<file path="config.mk">
export PLATFORM = sky130hd
export DESIGN_NAME = pa_fdsu_seq_ctrl_flat
export DESIGN_NICKNAME = d
export VERILOG_FILES = /design/src/rtl/pa_fdsu_seq_ctrl_if.sv /design/src/rtl/pa_fdsu_seq_ctrl.sv /design/src/flat_wrapper.sv
export SDC_FILE = /design/constraint.sdc
export NUM_CORES = 1
export LEC_CHECK = 0
export BUFFER_PORTS_ARGS = -buffer_cell sky130_fd_sc_hd__clkbuf_2
export CAP_MARGIN = 20
export CORE_ASPECT_RATIO = 1.4
export CORE_MARGIN = 2
export CORE_UTILIZATION = 25
export CTS_BUF_LIST = sky130_fd_sc_hd__clkbuf_4 sky130_fd_sc_hd__clkbuf_8
export CTS_CLUSTER_DIAMETER = 30
export DETAILED_ROUTE_END_ITERATION = 6
export REMOVE_ABC_BUFFERS = 1
export SLEW_MARGIN = 10
export SYNTH_ARGS = -nofsm -noshare
export SYNTH_HDL_FRONTEND = slang
export SYNTH_SLANG_ARGS = --single-unit
</file>
<file path="constraint.sdc">
create_clock -name forever_cpuclk -period 1.7 [get_ports forever_cpuclk]
set_input_delay 0.34 -clock forever_cpuclk [delete_from_list [all_inputs] [get_ports forever_cpuclk]]
set_output_delay 0.34 -clock forever_cpuclk [all_outputs]
set_load 0.02 [all_outputs]
</file>
<file path="src/rtl/pa_fdsu_seq_ctrl_if.sv">
// pa_fdsu_seq_ctrl_if: issue, prepare, SRT, round and write-back signals of the
// FDSU sequencing controller. The slave modport is the controller, the master
// modport is the surrounding pipeline.
interface pa_fdsu_seq_ctrl_if #(
  parameter int unsigned CNT_W = 4
);
  logic             idu_fdsu_ex1_vld;
  logic [1:0]       idu_fdsu_ex1_func;
  logic             ex1_op0_id;
  logic             ex1_op1_id;
  logic             ex1_special_vld;
  logic             rtu_fdsu_flush;
  logic             wb_fdsu_ready;
  logic             fdsu_idu_ready;
  logic             fdsu_ex1_sel;
  logic             ex1_op1_sel;
  logic             ex1_id_latch_en;
  logic             ex1_stall;
  logic             srt_load;
  logic             srt_iter_vld;
  logic [CNT_W-1:0] srt_iter_cnt;
  logic             rnd_vld;
  logic             fdsu_wb_vld;
  logic             fdsu_wb_div;
  logic             fdsu_wb_special;
  logic             fdsu_busy;

  modport slave (
    input  idu_fdsu_ex1_vld, idu_fdsu_ex1_func, ex1_op0_id, ex1_op1_id,
           ex1_special_vld, rtu_fdsu_flush, wb_fdsu_ready,
    output fdsu_idu_ready, fdsu_ex1_sel, ex1_op1_sel, ex1_id_latch_en,
           ex1_stall, srt_load, srt_iter_vld, srt_iter_cnt, rnd_vld,
           fdsu_wb_vld, fdsu_wb_div, fdsu_wb_special, fdsu_busy
  );

  modport master (
    output idu_fdsu_ex1_vld, idu_fdsu_ex1_func, ex1_op0_id, ex1_op1_id,
           ex1_special_vld, rtu_fdsu_flush, wb_fdsu_ready,
    input  fdsu_idu_ready, fdsu_ex1_sel, ex1_op1_sel, ex1_id_latch_en,
           ex1_stall, srt_load, srt_iter_vld, srt_iter_cnt, rnd_vld,
           fdsu_wb_vld, fdsu_wb_div, fdsu_wb_special, fdsu_busy
  );
endinterface

</file>
<file path="src/rtl/pa_fdsu_seq_ctrl.sv">
// pa_fdsu_seq_ctrl: FDSU div/sqrt sequencer. Accepts an issue, runs the optional
// second denormal-normalisation pass, counts SRT iterations, strobes rounding
// and holds the result for write-back.
// Optional feature macro: FDSU_SPECIAL_BYPASS_EN (special results skip straight
// to write-back the cycle after accept).
module pa_fdsu_seq_ctrl #(
  parameter int unsigned ITER_NUM = 13,
  parameter int unsigned CNT_W    = 4
) (
  input logic                forever_cpuclk,
  input logic                cpurst,
  pa_fdsu_seq_ctrl_if.slave  bus
);

  localparam logic [CNT_W-1:0] CNT_INIT = CNT_W'(ITER_NUM - 1);

  typedef enum logic [2:0] {
    ST_IDLE = 3'd0,
    ST_ID1  = 3'd1,
    ST_ITER = 3'd2,
    ST_RND  = 3'd3,
    ST_WB   = 3'd4
  } state_e;

  state_e           state_q, state_d;
  logic [CNT_W-1:0] cnt_q, cnt_d;
  logic             div_q, div_d;
  logic             spec_q, spec_d;

  logic             func_ok;
  logic             is_div;
  logic             accept;
  logic             both_id;
  logic             bypass_req;
  logic             kill;

  logic             ex1_sel_c;
  logic             op1_sel_c;
  logic             latch_en_c;
  logic             stall_c;
  logic             srt_load_c;
  logic             iter_vld_c;
  logic             rnd_vld_c;
  logic             wb_vld_c;

  // Issue qualification: exactly one of {div, sqrt} requested
  assign func_ok = bus.idu_fdsu_ex1_func[1] ^ bus.idu_fdsu_ex1_func[0];
  assign is_div  = bus.idu_fdsu_ex1_func[1];
  assign kill    = bus.rtu_fdsu_flush | cpurst;
  assign accept  = bus.idu_fdsu_ex1_vld & (state_q == ST_IDLE) & func_ok & ~kill;

`ifdef FDSU_SPECIAL_BYPASS_EN
  assign bypass_req = bus.ex1_special_vld;
`else
  assign bypass_req = 1'b0;
`endif

  // Only a divide with both operands denormal needs the second prepare pass
  assign both_id = is_div & bus.ex1_op0_id & bus.ex1_op1_id & ~bypass_req;

  // State, iteration counter and latched op flags
  always_ff @(posedge forever_cpuclk) begin
    if (cpurst) begin
      state_q <= ST_IDLE;
      cnt_q   <= '0;
      div_q   <= 1'b0;
      spec_q  <= 1'b0;
    end else begin
      state_q <= state_d;
      cnt_q   <= cnt_d;
      div_q   <= div_d;
      spec_q  <= spec_d;
    end
  end

  // Next state and per-cycle strobes; flush or reset suppresses every strobe
  always_comb begin
    state_d    = state_q;
    cnt_d      = cnt_q;
    div_d      = div_q;
    spec_d     = spec_q;
    ex1_sel_c  = 1'b0;
    op1_sel_c  = 1'b0;
    latch_en_c = 1'b0;
    stall_c    = 1'b0;
    srt_load_c = 1'b0;
    iter_vld_c = 1'b0;
    rnd_vld_c  = 1'b0;
    wb_vld_c   = 1'b0;

    case (state_q)
      ST_IDLE: begin
        if (accept) begin
          ex1_sel_c = 1'b1;
          div_d     = is_div;
          spec_d    = bus.ex1_special_vld;
          if (bypass_req) begin
            state_d = ST_WB;
          end else if (both_id) begin
            // First pass normalises op0; op1 follows in ID1
            latch_en_c = 1'b1;
            stall_c    = 1'b1;
            state_d    = ST_ID1;
          end else begin
            op1_sel_c  = is_div & bus.ex1_op1_id;
            srt_load_c = 1'b1;
            cnt_d      = CNT_INIT;
            state_d    = ST_ITER;
          end
        end
      end
      ST_ID1: begin
        ex1_sel_c  = 1'b1;
        op1_sel_c  = 1'b1;
        srt_load_c = 1'b1;
        cnt_d      = CNT_INIT;
        state_d    = ST_ITER;
      end
      ST_ITER: begin
        iter_vld_c = 1'b1;
        if (cnt_q == '0) begin
          state_d = ST_RND;
        end else begin
          cnt_d = cnt_q - CNT_W'(1);
        end
      end
      ST_RND: begin
        rnd_vld_c = 1'b1;
        state_d   = ST_WB;
      end
      ST_WB: begin
        wb_vld_c = 1'b1;
        if (bus.wb_fdsu_ready) begin
          state_d = ST_IDLE;
        end
      end
      default: begin
        state_d = ST_IDLE;
      end
    endcase

    if (kill) begin
      state_d    = ST_IDLE;
      cnt_d      = cnt_q;
      div_d      = div_q;
      spec_d     = spec_q;
      ex1_sel_c  = 1'b0;
      op1_sel_c  = 1'b0;
      latch_en_c = 1'b0;
      stall_c    = 1'b0;
      srt_load_c = 1'b0;
      iter_vld_c = 1'b0;
      rnd_vld_c  = 1'b0;
      wb_vld_c   = 1'b0;
    end
  end

  // Output drive
  assign bus.fdsu_idu_ready  = (state_q == ST_IDLE);
  assign bus.fdsu_busy       = (state_q != ST_IDLE);
  assign bus.fdsu_ex1_sel    = ex1_sel_c;
  assign bus.ex1_op1_sel     = op1_sel_c;
  assign bus.ex1_id_latch_en = latch_en_c;
  assign bus.ex1_stall       = stall_c;
  assign bus.srt_load        = srt_load_c;
  assign bus.srt_iter_vld    = iter_vld_c;
  assign bus.srt_iter_cnt    = cnt_q;
  assign bus.rnd_vld         = rnd_vld_c;
  assign bus.fdsu_wb_vld     = wb_vld_c;
  assign bus.fdsu_wb_div     = div_q;
  assign bus.fdsu_wb_special = spec_q;

endmodule

</file>
<file path="src/flat_wrapper.sv">
// flat-port wrapper written by rule: the top's interface ports become plain ports
module pa_fdsu_seq_ctrl_flat 
#(
  parameter int unsigned ITER_NUM = 13,
  parameter int unsigned CNT_W    = 4
)
  (forever_cpuclk, cpurst, bus_idu_fdsu_ex1_vld, bus_idu_fdsu_ex1_func, bus_ex1_op0_id, bus_ex1_op1_id, bus_ex1_special_vld, bus_rtu_fdsu_flush, bus_wb_fdsu_ready, bus_fdsu_idu_ready, bus_fdsu_ex1_sel, bus_ex1_op1_sel, bus_ex1_id_latch_en, bus_ex1_stall, bus_srt_load, bus_srt_iter_vld, bus_srt_iter_cnt, bus_rnd_vld, bus_fdsu_wb_vld, bus_fdsu_wb_div, bus_fdsu_wb_special, bus_fdsu_busy);
  pa_fdsu_seq_ctrl_if #(.CNT_W(CNT_W)) bus_i ();
  input logic forever_cpuclk;
  input logic cpurst;
  input wire logic [$bits(bus_i.idu_fdsu_ex1_vld)-1:0] bus_idu_fdsu_ex1_vld;
  input wire logic [$bits(bus_i.idu_fdsu_ex1_func)-1:0] bus_idu_fdsu_ex1_func;
  input wire logic [$bits(bus_i.ex1_op0_id)-1:0] bus_ex1_op0_id;
  input wire logic [$bits(bus_i.ex1_op1_id)-1:0] bus_ex1_op1_id;
  input wire logic [$bits(bus_i.ex1_special_vld)-1:0] bus_ex1_special_vld;
  input wire logic [$bits(bus_i.rtu_fdsu_flush)-1:0] bus_rtu_fdsu_flush;
  input wire logic [$bits(bus_i.wb_fdsu_ready)-1:0] bus_wb_fdsu_ready;
  output wire logic [$bits(bus_i.fdsu_idu_ready)-1:0] bus_fdsu_idu_ready;
  output wire logic [$bits(bus_i.fdsu_ex1_sel)-1:0] bus_fdsu_ex1_sel;
  output wire logic [$bits(bus_i.ex1_op1_sel)-1:0] bus_ex1_op1_sel;
  output wire logic [$bits(bus_i.ex1_id_latch_en)-1:0] bus_ex1_id_latch_en;
  output wire logic [$bits(bus_i.ex1_stall)-1:0] bus_ex1_stall;
  output wire logic [$bits(bus_i.srt_load)-1:0] bus_srt_load;
  output wire logic [$bits(bus_i.srt_iter_vld)-1:0] bus_srt_iter_vld;
  output wire logic [$bits(bus_i.srt_iter_cnt)-1:0] bus_srt_iter_cnt;
  output wire logic [$bits(bus_i.rnd_vld)-1:0] bus_rnd_vld;
  output wire logic [$bits(bus_i.fdsu_wb_vld)-1:0] bus_fdsu_wb_vld;
  output wire logic [$bits(bus_i.fdsu_wb_div)-1:0] bus_fdsu_wb_div;
  output wire logic [$bits(bus_i.fdsu_wb_special)-1:0] bus_fdsu_wb_special;
  output wire logic [$bits(bus_i.fdsu_busy)-1:0] bus_fdsu_busy;
  assign bus_i.idu_fdsu_ex1_vld = bus_idu_fdsu_ex1_vld;
  assign bus_i.idu_fdsu_ex1_func = bus_idu_fdsu_ex1_func;
  assign bus_i.ex1_op0_id = bus_ex1_op0_id;
  assign bus_i.ex1_op1_id = bus_ex1_op1_id;
  assign bus_i.ex1_special_vld = bus_ex1_special_vld;
  assign bus_i.rtu_fdsu_flush = bus_rtu_fdsu_flush;
  assign bus_i.wb_fdsu_ready = bus_wb_fdsu_ready;
  assign bus_fdsu_idu_ready = bus_i.fdsu_idu_ready;
  assign bus_fdsu_ex1_sel = bus_i.fdsu_ex1_sel;
  assign bus_ex1_op1_sel = bus_i.ex1_op1_sel;
  assign bus_ex1_id_latch_en = bus_i.ex1_id_latch_en;
  assign bus_ex1_stall = bus_i.ex1_stall;
  assign bus_srt_load = bus_i.srt_load;
  assign bus_srt_iter_vld = bus_i.srt_iter_vld;
  assign bus_srt_iter_cnt = bus_i.srt_iter_cnt;
  assign bus_rnd_vld = bus_i.rnd_vld;
  assign bus_fdsu_wb_vld = bus_i.fdsu_wb_vld;
  assign bus_fdsu_wb_div = bus_i.fdsu_wb_div;
  assign bus_fdsu_wb_special = bus_i.fdsu_wb_special;
  assign bus_fdsu_busy = bus_i.fdsu_busy;
  pa_fdsu_seq_ctrl #(.ITER_NUM(ITER_NUM), .CNT_W(CNT_W)) u_core (.forever_cpuclk(forever_cpuclk), .cpurst(cpurst), .bus(bus_i));
endmodule
</file>
==> summary.md, run 1 <==
| Metric | Value |
|---|---|
| Sink Count | `9` |
| Critical path launch point type | `flip-flop` |
| Vias in the first global route | `between 700 and 800` |
| Layout area overhead | `87.18%` |
| Post-DRT Antenna Nets | `0` |
| Die width | `44.90 µm` |
| R2R setup slack | `-0.04 ns` |
| Post-synthesis compound-gate area fraction | `about a fifth` |
| R2r startpoint | `u_core.state_q[2]$_SDFFE_PP0P_` |
| Cts bufs inserted | `3` |
| Crit path max-delay cell type | `or3_4` |
| Final worst path period share | `107.5%` |
| DP Wirelength | `about 1.4 mm` |
| Reg2Reg Depth | `6` |
| Top Layer Used | `met4` |
| WHS Endpoint | `u_core.bus.fdsu_wb_special$_SDFFE_PP0P_` |
| Final net count | `between 100 and 150` |
| Number of max-cap violations | `0` |
| Antenna diodes | `0` |
| Gr usage total | `between 10% and 20%` |
| Residual DRC | `0` |
| Post-synthesis mux area share | `3.419%` |
| Initial Utilization | `a little over a quarter` |
| Worst-path clk slew | `0.06 ns` |
| Slew @ Worst Pin | `around 0.33 ns` |
| Worst R2R End | `u_core.bus.srt_iter_cnt[3]$_SDFFE_PP0P_` |
| Routed length per instance | `14.03 µm` |
| Fin. Hold Viols | `0` |
| Clock latency on the worst-skew pair | `roughly 0.26 ns` |
| Yosys reg bits | `9` |
| Worst Path Arrival | `approximately 1.5 ns` |
| Setup slack after layout | `-0.1267 ns` |
| Critical Path Fanout Max | `2` |
| Htree depth | `1` |
| Core Box Area | `~2200 µm²` |
| Wl on met1 | `roughly 700 µm` |
| Min-Delay Path Depth | `3` |
| Yosys warns | `0` |
| Total power | `0.4923 mW` |
| Die area | `between 2000 and 3000 µm²` |
| WL met2 | `approximately 1.2 mm` |
| XOR/XNOR Fraction of Synth Area | `roughly 1.5%` |
| Unrepaired setup endpoints after global routing | `true` |
| WS Path Type | `reg2out` |
| Most frequent cells in the layout | `buf_4, clkbuf_2` |
| CP required | `1.36 ns` |
| DP Cell Count | `around 130` |
| Longest Clk Path Bufs | `2` |
| Most common cell after layout, fill and taps aside | `buf_4` |
| Final instance area | `approximately 1100 µm²` |
| First-pass GRT wire length | `roughly 3.0 mm` |
| Hold WC Path Type | `in2reg` |
| Routed WL | `2.035 mm` |
| FMAX | `~0.55 GHz` |
| Die height | `61.27 µm` |
| I/O Pins | `26` |
| Slew margin rel. | `between 70% and 80%` |
| Clock Skews | `roughly 0.00016 ns` |
| Root buf cell | `clkbuf_4` |
| Mapped cell area | `slightly below 600 µm²` |
| Post-synthesis adder-cell area fraction | `under 10%` |
| DR iter-0 viols | `8` |
| Final setup vio count | `6` |
| Port bufs | `25` |
| DR vias/cell | `5.179` |
| Post-synthesis share of cell area spent on and, or, nand and nor gates | `slightly above 30%` |
| Syn Inst Count | `just over 70` |
| HP Start | `bus_ex1_special_vld` |
| Worst path max stage delay | `about 0.39 ns` |
| Placed Area | `835.8 µm²` |
| Post-CTS Hold Buffers | `0` |
| Grt ovf | `0` |
| Share of layout cells above drive strength 1 | `about three fifths` |
| VDD IR max | `0.0004143 V` |
| Initial antenna violation count | `0` |
| Fin cells | `145` |
| Largest net degree at the start of global routing | `10` |
| Status | `finished, violations left` |
| Main combinational cell family by area after synthesis | `simple AND/OR/NAND/NOR gates` |
| Sequential area share after synthesis | `a little under a third` |
| Crit end category | `output pin` |
| Final min period | `between 1.5 and 2 ns` |
| Crit path cell chain | `or3_4, inv_2, nand4_1, nor2_1, buf_4` |
| Failing checks | `setup timing` |
| Met3 wire length | `approximately 110 µm` |
| Synthesized area per cell | `just over 8 µm²` |
| Netlist cell types | `29` |
| Rows | `20` |
| PwrDens | `449.1 nW/µm²` |
| Max Slew Vio Count | `0` |
| Final GP Congestion | `about 0.8` |
| WHS | `between 0.3 and 0.4 ns` |
| Leak | `0.5130 nW` |
| DR vias | `roughly 750` |
| Pre-antenna DRT Iters | `4` |
| CTS tree | `built` |
worst max-delay path by stage:
stage                     slack [ns]                                      end                      startpoint  depth (start not counted)
after CTS                      -0.13                            bus_ex1_stall  u_core.state_q[1]$_SDFFE_PP0P_                          5
after global routing           -0.17                            bus_ex1_stall  u_core.state_q[1]$_SDFFE_PP0P_                          5
final                          -0.13                      bus_ex1_id_latch_en  u_core.state_q[1]$_SDFFE_PP0P_                          5
after global placement         -0.07  u_core.bus.srt_iter_cnt[3]$_SDFFE_PP0P_              bus_rtu_fdsu_flush                          5
after floorplan                -0.50                      bus_ex1_id_latch_en  u_core.state_q[0]$_SDFFE_PP0P_                          4
after detailed placement       -0.12  u_core.bus.srt_iter_cnt[3]$_SDFFE_PP0P_              bus_rtu_fdsu_flush                          5
where the power goes:
group	switching [mW]	internal [mW]	total, mW
Clock	0.0747	0.106	0.181
Combinational	0.0484	0.0494	0.0978
Sequential	0.00281	0.211	0.213
registers in the layout, indices dropped and copies added (netlist names):
name,flops
u_core.bus.fdsu_wb_div,1
u_core.bus.fdsu_wb_special,1
u_core.state_q,3
u_core.bus.srt_iter_cnt,4
critical path, delay by kind of cell (launching register included):
family        cells  cell delay (ns)
simple gates      3             0.65
flops             1             0.34
buf+inv           2             0.24
per-layer routing:
metal | vias to the layer above | GRT usage (%)
met5 | - | 0
met4 | 0 | 7.563
met3 | 6 | 2.346
met2 | 27 | 28.57
met1 | 353 | 15.03
li1 | 365 | -
cells in the mapped netlist:
library cell | instances | area, µm²
and3_1 | 2 | 12.51
o2111a_1 | 1 | 11.26
nor3_1 | 6 | 30.03
or3_4 | 2 | 22.52
o211ai_1 | 1 | 7.510
nand2_1 | 5 | 18.77
inv_1 | 5 | 18.77
xor2_1 | 1 | 8.760
buf_6 | 2 | 22.52
o21a_1 | 4 | 30.03
nor3b_1 | 1 | 7.510
dfxtp_1 | 9 | 180.2
o22ai_1 | 1 | 6.260
o41ai_1 | 1 | 8.760
ha_1 | 2 | 25.02
buf_4 | 1 | 7.510
nor2_1 | 7 | 26.28
nand2b_1 | 1 | 6.260
clkbuf_1 | 2 | 7.510
nor4_1 | 1 | 6.260
nand3_1 | 3 | 15.01
a41oi_1 | 2 | 17.52
and4b_1 | 1 | 10.01
a41o_1 | 1 | 10.01
a31oi_1 | 1 | 6.260
mux2i_1 | 2 | 20.02
o32ai_1 | 2 | 17.52
or3_1 | 3 | 18.77
nand4_1 | 1 | 6.260
kinds of logic after synthesis:
group,Yosys count
AO/OA/AOI/OAI,14
XOR/XNOR,1
multiplexers,2
AND/OR/NAND/NOR,33
adder cells (fa/ha/maj),2
flip-flops,9
buffers and inverters,10
cell type report:
type | instances | area (µm²)
clock buffers | 4 | 30.03
fillers | 219 | 1106
inverters | 5 | 18.77
multi-input cells | 52 | 439.2
flip-flops and latches | 9 | 190.2
well taps | 22 | 27.53
repair buffers | 53 | 390.4
per-stage QoR:
stage	worst slack, ns	TNS [ns]	utilization (%)
final	-0.1267	-0.4450	49.77
after global routing	-0.1741	-0.8164	49.77
after CTS	-0.1269	-0.6911	45.28
after detailed placement	-0.1184	-0.1281	37.95
after global placement	-0.07196	-0.07196	37.95
after floorplan	-0.4966	-1.188	-
timing repair:
| item | CTS | global route |
|---|---|---|
| buffers inserted | 8 | 4 |
| setup endpoints to repair | 7 | 13 |
| pin swaps | 5 | 7 |
| resized for setup | 21 | 28 |
(Power assumes the default switching activity.)
==> run 2: changes to the inputs <==
--- a/config.mk
+++ b/config.mk
@@ -9,5 +9,5 @@
 export CAP_MARGIN = 20
 export CORE_ASPECT_RATIO = 1.4
-export CORE_MARGIN = 2
+export CORE_MARGIN = 8
 export CORE_UTILIZATION = 25
 export CTS_BUF_LIST = sky130_fd_sc_hd__clkbuf_4 sky130_fd_sc_hd__clkbuf_8
==> constraint.sdc (replaced) <==
create_clock -name forever_cpuclk -period 1.7 [get_ports forever_cpuclk]
set_input_delay 0.255 -clock forever_cpuclk [delete_from_list [all_inputs] [get_ports forever_cpuclk]]
set_output_delay 0.255 -clock forever_cpuclk [all_outputs]
set_load 0.02 [all_outputs]
==> run 2 against run 1 <==
Effect of this change:
- the run still ends with setup timing left
- combinational power down 14%
- flip-flop and latch count stayed put
- sequential share of layout area is 2.2 points higher
- worst setup slack better by 0.079 ns
- clock power about the same
- via count fell by 5.7%
- highest routed layer unchanged
==> summary.md, run 2 (synthesis gave the netlist of run 1 again) <==
| Metric | Value |
|---|---|
| CTS tree | `built (unchanged)` |
| Fin. Hold Viols | `0 (unchanged)` |
| Vias in the first global route | `700 (was 713)` |
| CP required | `1.44 ns (was 1.36 ns)` |
| Routed length per instance | `14.44 µm (was 14.03 µm)` |
| Layout area overhead | `61.54% (was 87.18%)` |
| Post-DRT Antenna Nets | `0 (unchanged)` |
| Htree depth | `1 (unchanged)` |
| Setup slack after layout | `-0.04762 ns (was -0.1267 ns)` |
| Initial antenna violation count | `0 (unchanged)` |
| Clock Skews | `0.01245 ns (was 0.0001624 ns)` |
| Core Box Area | `2202 µm² (unchanged)` |
| DR vias/cell | `5.206 (was 5.179)` |
| Critical path launch point type | `flip-flop (unchanged)` |
| Residual DRC | `0 (unchanged)` |
| Cts bufs inserted | `3 (unchanged)` |
| Slew @ Worst Pin | `0.3116 ns (was 0.3307 ns)` |
| Reg2Reg Depth | `4 (was 6)` |
| I/O Pins | `26 (unchanged)` |
| Root buf cell | `clkbuf_4 (unchanged)` |
| Max Slew Vio Count | `0 (unchanged)` |
| Number of max-cap violations | `0 (unchanged)` |
| Final worst path period share | `102.8% (was 107.5%)` |
| Final net count | `127 (was 136)` |
| DP Wirelength | `1.515 mm (was 1.365 mm)` |
| Pre-antenna DRT Iters | `4 (unchanged)` |
| Unrepaired setup endpoints after global routing | `true (unchanged)` |
| Max reg flops | `4 (unchanged)` |
| Die area | `4169 µm² (was 2751 µm²)` |
| Clock latency on the worst-skew pair | `0.27 ns (was 0.26 ns)` |
| Largest net degree at the start of global routing | `9 (was 10)` |
| Final min period | `1.748 ns (was 1.827 ns)` |
| DR iter-0 viols | `5 (was 8)` |
| Fin Setup TNS | `-0.1052 ns (was -0.4450 ns)` |
| VDD IR max | `0.0004532 V (was 0.0004143 V)` |
| Total power | `0.4842 mW (was 0.4923 mW)` |
| Crit end category | `output pin (unchanged)` |
| Pre-CTS WS | `-0.01867 ns (was -0.1184 ns)` |
| DR vias | `708 (was 751)` |
| WHS | `0.2623 ns (was 0.3332 ns)` |
| Most frequent cells in the layout | `clkbuf_2, buf_4, nand2_1, nor3_1, dfxtp_1 (was buf_4, clkbuf_2)` |
| Critical Path Fanout Max | `2 (unchanged)` |
| Failing checks | `setup timing (unchanged)` |
| Initial Utilization | `26.59% (unchanged)` |
| Port bufs | `25 (unchanged)` |
| Worst-path clk slew | `0.05 ns (was 0.06 ns)` |
| Hold WC Path Type | `in2reg (unchanged)` |
| Utilization after layout | `42.95% (was 49.77%)` |
| WS Path Type | `reg2out (unchanged)` |
| Routed WL | `1.964 mm (was 2.035 mm)` |
| Antenna diodes | `0 (unchanged)` |
| Grt ovf | `0 (unchanged)` |
| First-pass GRT wire length | `2.877 mm (was 2.987 mm)` |
| Rows | `20 (unchanged)` |
| Die height | `73.27 µm (was 61.27 µm)` |
| Share of layout cells above drive strength 1 | `53.51% (was 61.79%)` |
| Gr usage total | `8.517% (was 14.84%)` |
| Longest Clk Path Bufs | `2 (unchanged)` |
| Sink Count | `9 (unchanged)` |
| Die width | `56.90 µm (was 44.90 µm)` |
| Min-Delay Path Depth | `3 (unchanged)` |
| Leak | `0.4531 nW (was 0.5130 nW)` |
| Final setup vio count | `3 (was 6)` |
| PwrDens | `511.9 nW/µm² (was 449.1 nW/µm²)` |
| Slew margin rel. | `78.95% (was 77.66%)` |
| FMAX | `0.5722 GHz (was 0.5474 GHz)` |
| Status | `finished, violations left (unchanged)` |
| Worst Path Arrival | `1.49 ns (about the same)` |
| Final GP Congestion | `0.7948 (was 0.8026)` |
==> run 2: cell types whose count changed in the layout (fill, tap and decap cells not counted), moves of 2 or more <==
cell,change
inv_1,+2
inv_2,-2
dfxtp_4,-2
buf_4,-11
dfxtp_2,+2
clkbuf_2,+3
nor2_2,+2
nor2_4,-2
==> run 2: cell type report <==
class | instances | area (µm²)
Fill cell | 213 | 1256
Multi-Input combinational cell | 52 | 382.9
Timing Repair Buffer | 44 | 301.5
Sequential cell | 9 | 185.2
Clock buffer | 4 | 30.03
Tap cell | 22 | 27.53
Inverter | 5 | 18.77
==> run 2: routing by layer <==
metal	part of all wire [%]	wire (µm)	track usage [%]
met3	4.4	86	3.103
met5	0	0	0
met4	1.2	23	3.141
met2	54	1069	16.32
met1	40	784	7.861
==> run 2: worst max-delay path, stage by stage, from the launching register on <==
cell,delay (ns)
dfxtp_2,0.32
buf_6,0.11
or3_4,0.33
inv_2,0.06
nand4_1,0.11
nor2_2,0.14
buf_4,0.16
==> run 2: path summary, 6_finish.rpt <==
kind	startpoint	end	slack, ns
hold / removal	bus_ex1_special_vld	u_core.bus.fdsu_wb_special$_SDFFE_PP0P_	0.26
setup / recovery	u_core.state_q[2]$_SDFFE_PP0P_	bus_ex1_stall	-0.05
hold reg to reg	u_core.bus.fdsu_wb_div$_SDFFE_PP0P_	u_core.bus.fdsu_wb_div$_SDFFE_PP0P_	0.50
setup reg to reg	u_core.state_q[2]$_SDFFE_PP0P_	u_core.bus.srt_iter_cnt[3]$_SDFFE_PP0P_	0.05
==> run 2: stage by stage <==
step / cell area, µm² / instances
floorplan: 548.0 / 66
global placement: 813.3 / 128
detailed placement: 813.3 / 128
CTS: 923.4 / 138
global route: 945.9 / 136
finish: 945.9 / 136
==> run 2: what timing repair did <==
item                                    in CTS  in global routing
hold buffers                                 0                  0
endpoints found under the setup margin       5                 11
gates resized for setup                     12                 16
buffers inserted                             6                  0
pin swaps                                    3                  6
==> run 2: power by group <==
group,total (mW),switching [mW],internal [mW]
Clock,0.184,0.0772,0.106
Combinational,0.0842,0.0430,0.0412
Sequential,0.216,0.00298,0.213
Total,0.484,0.123,0.361
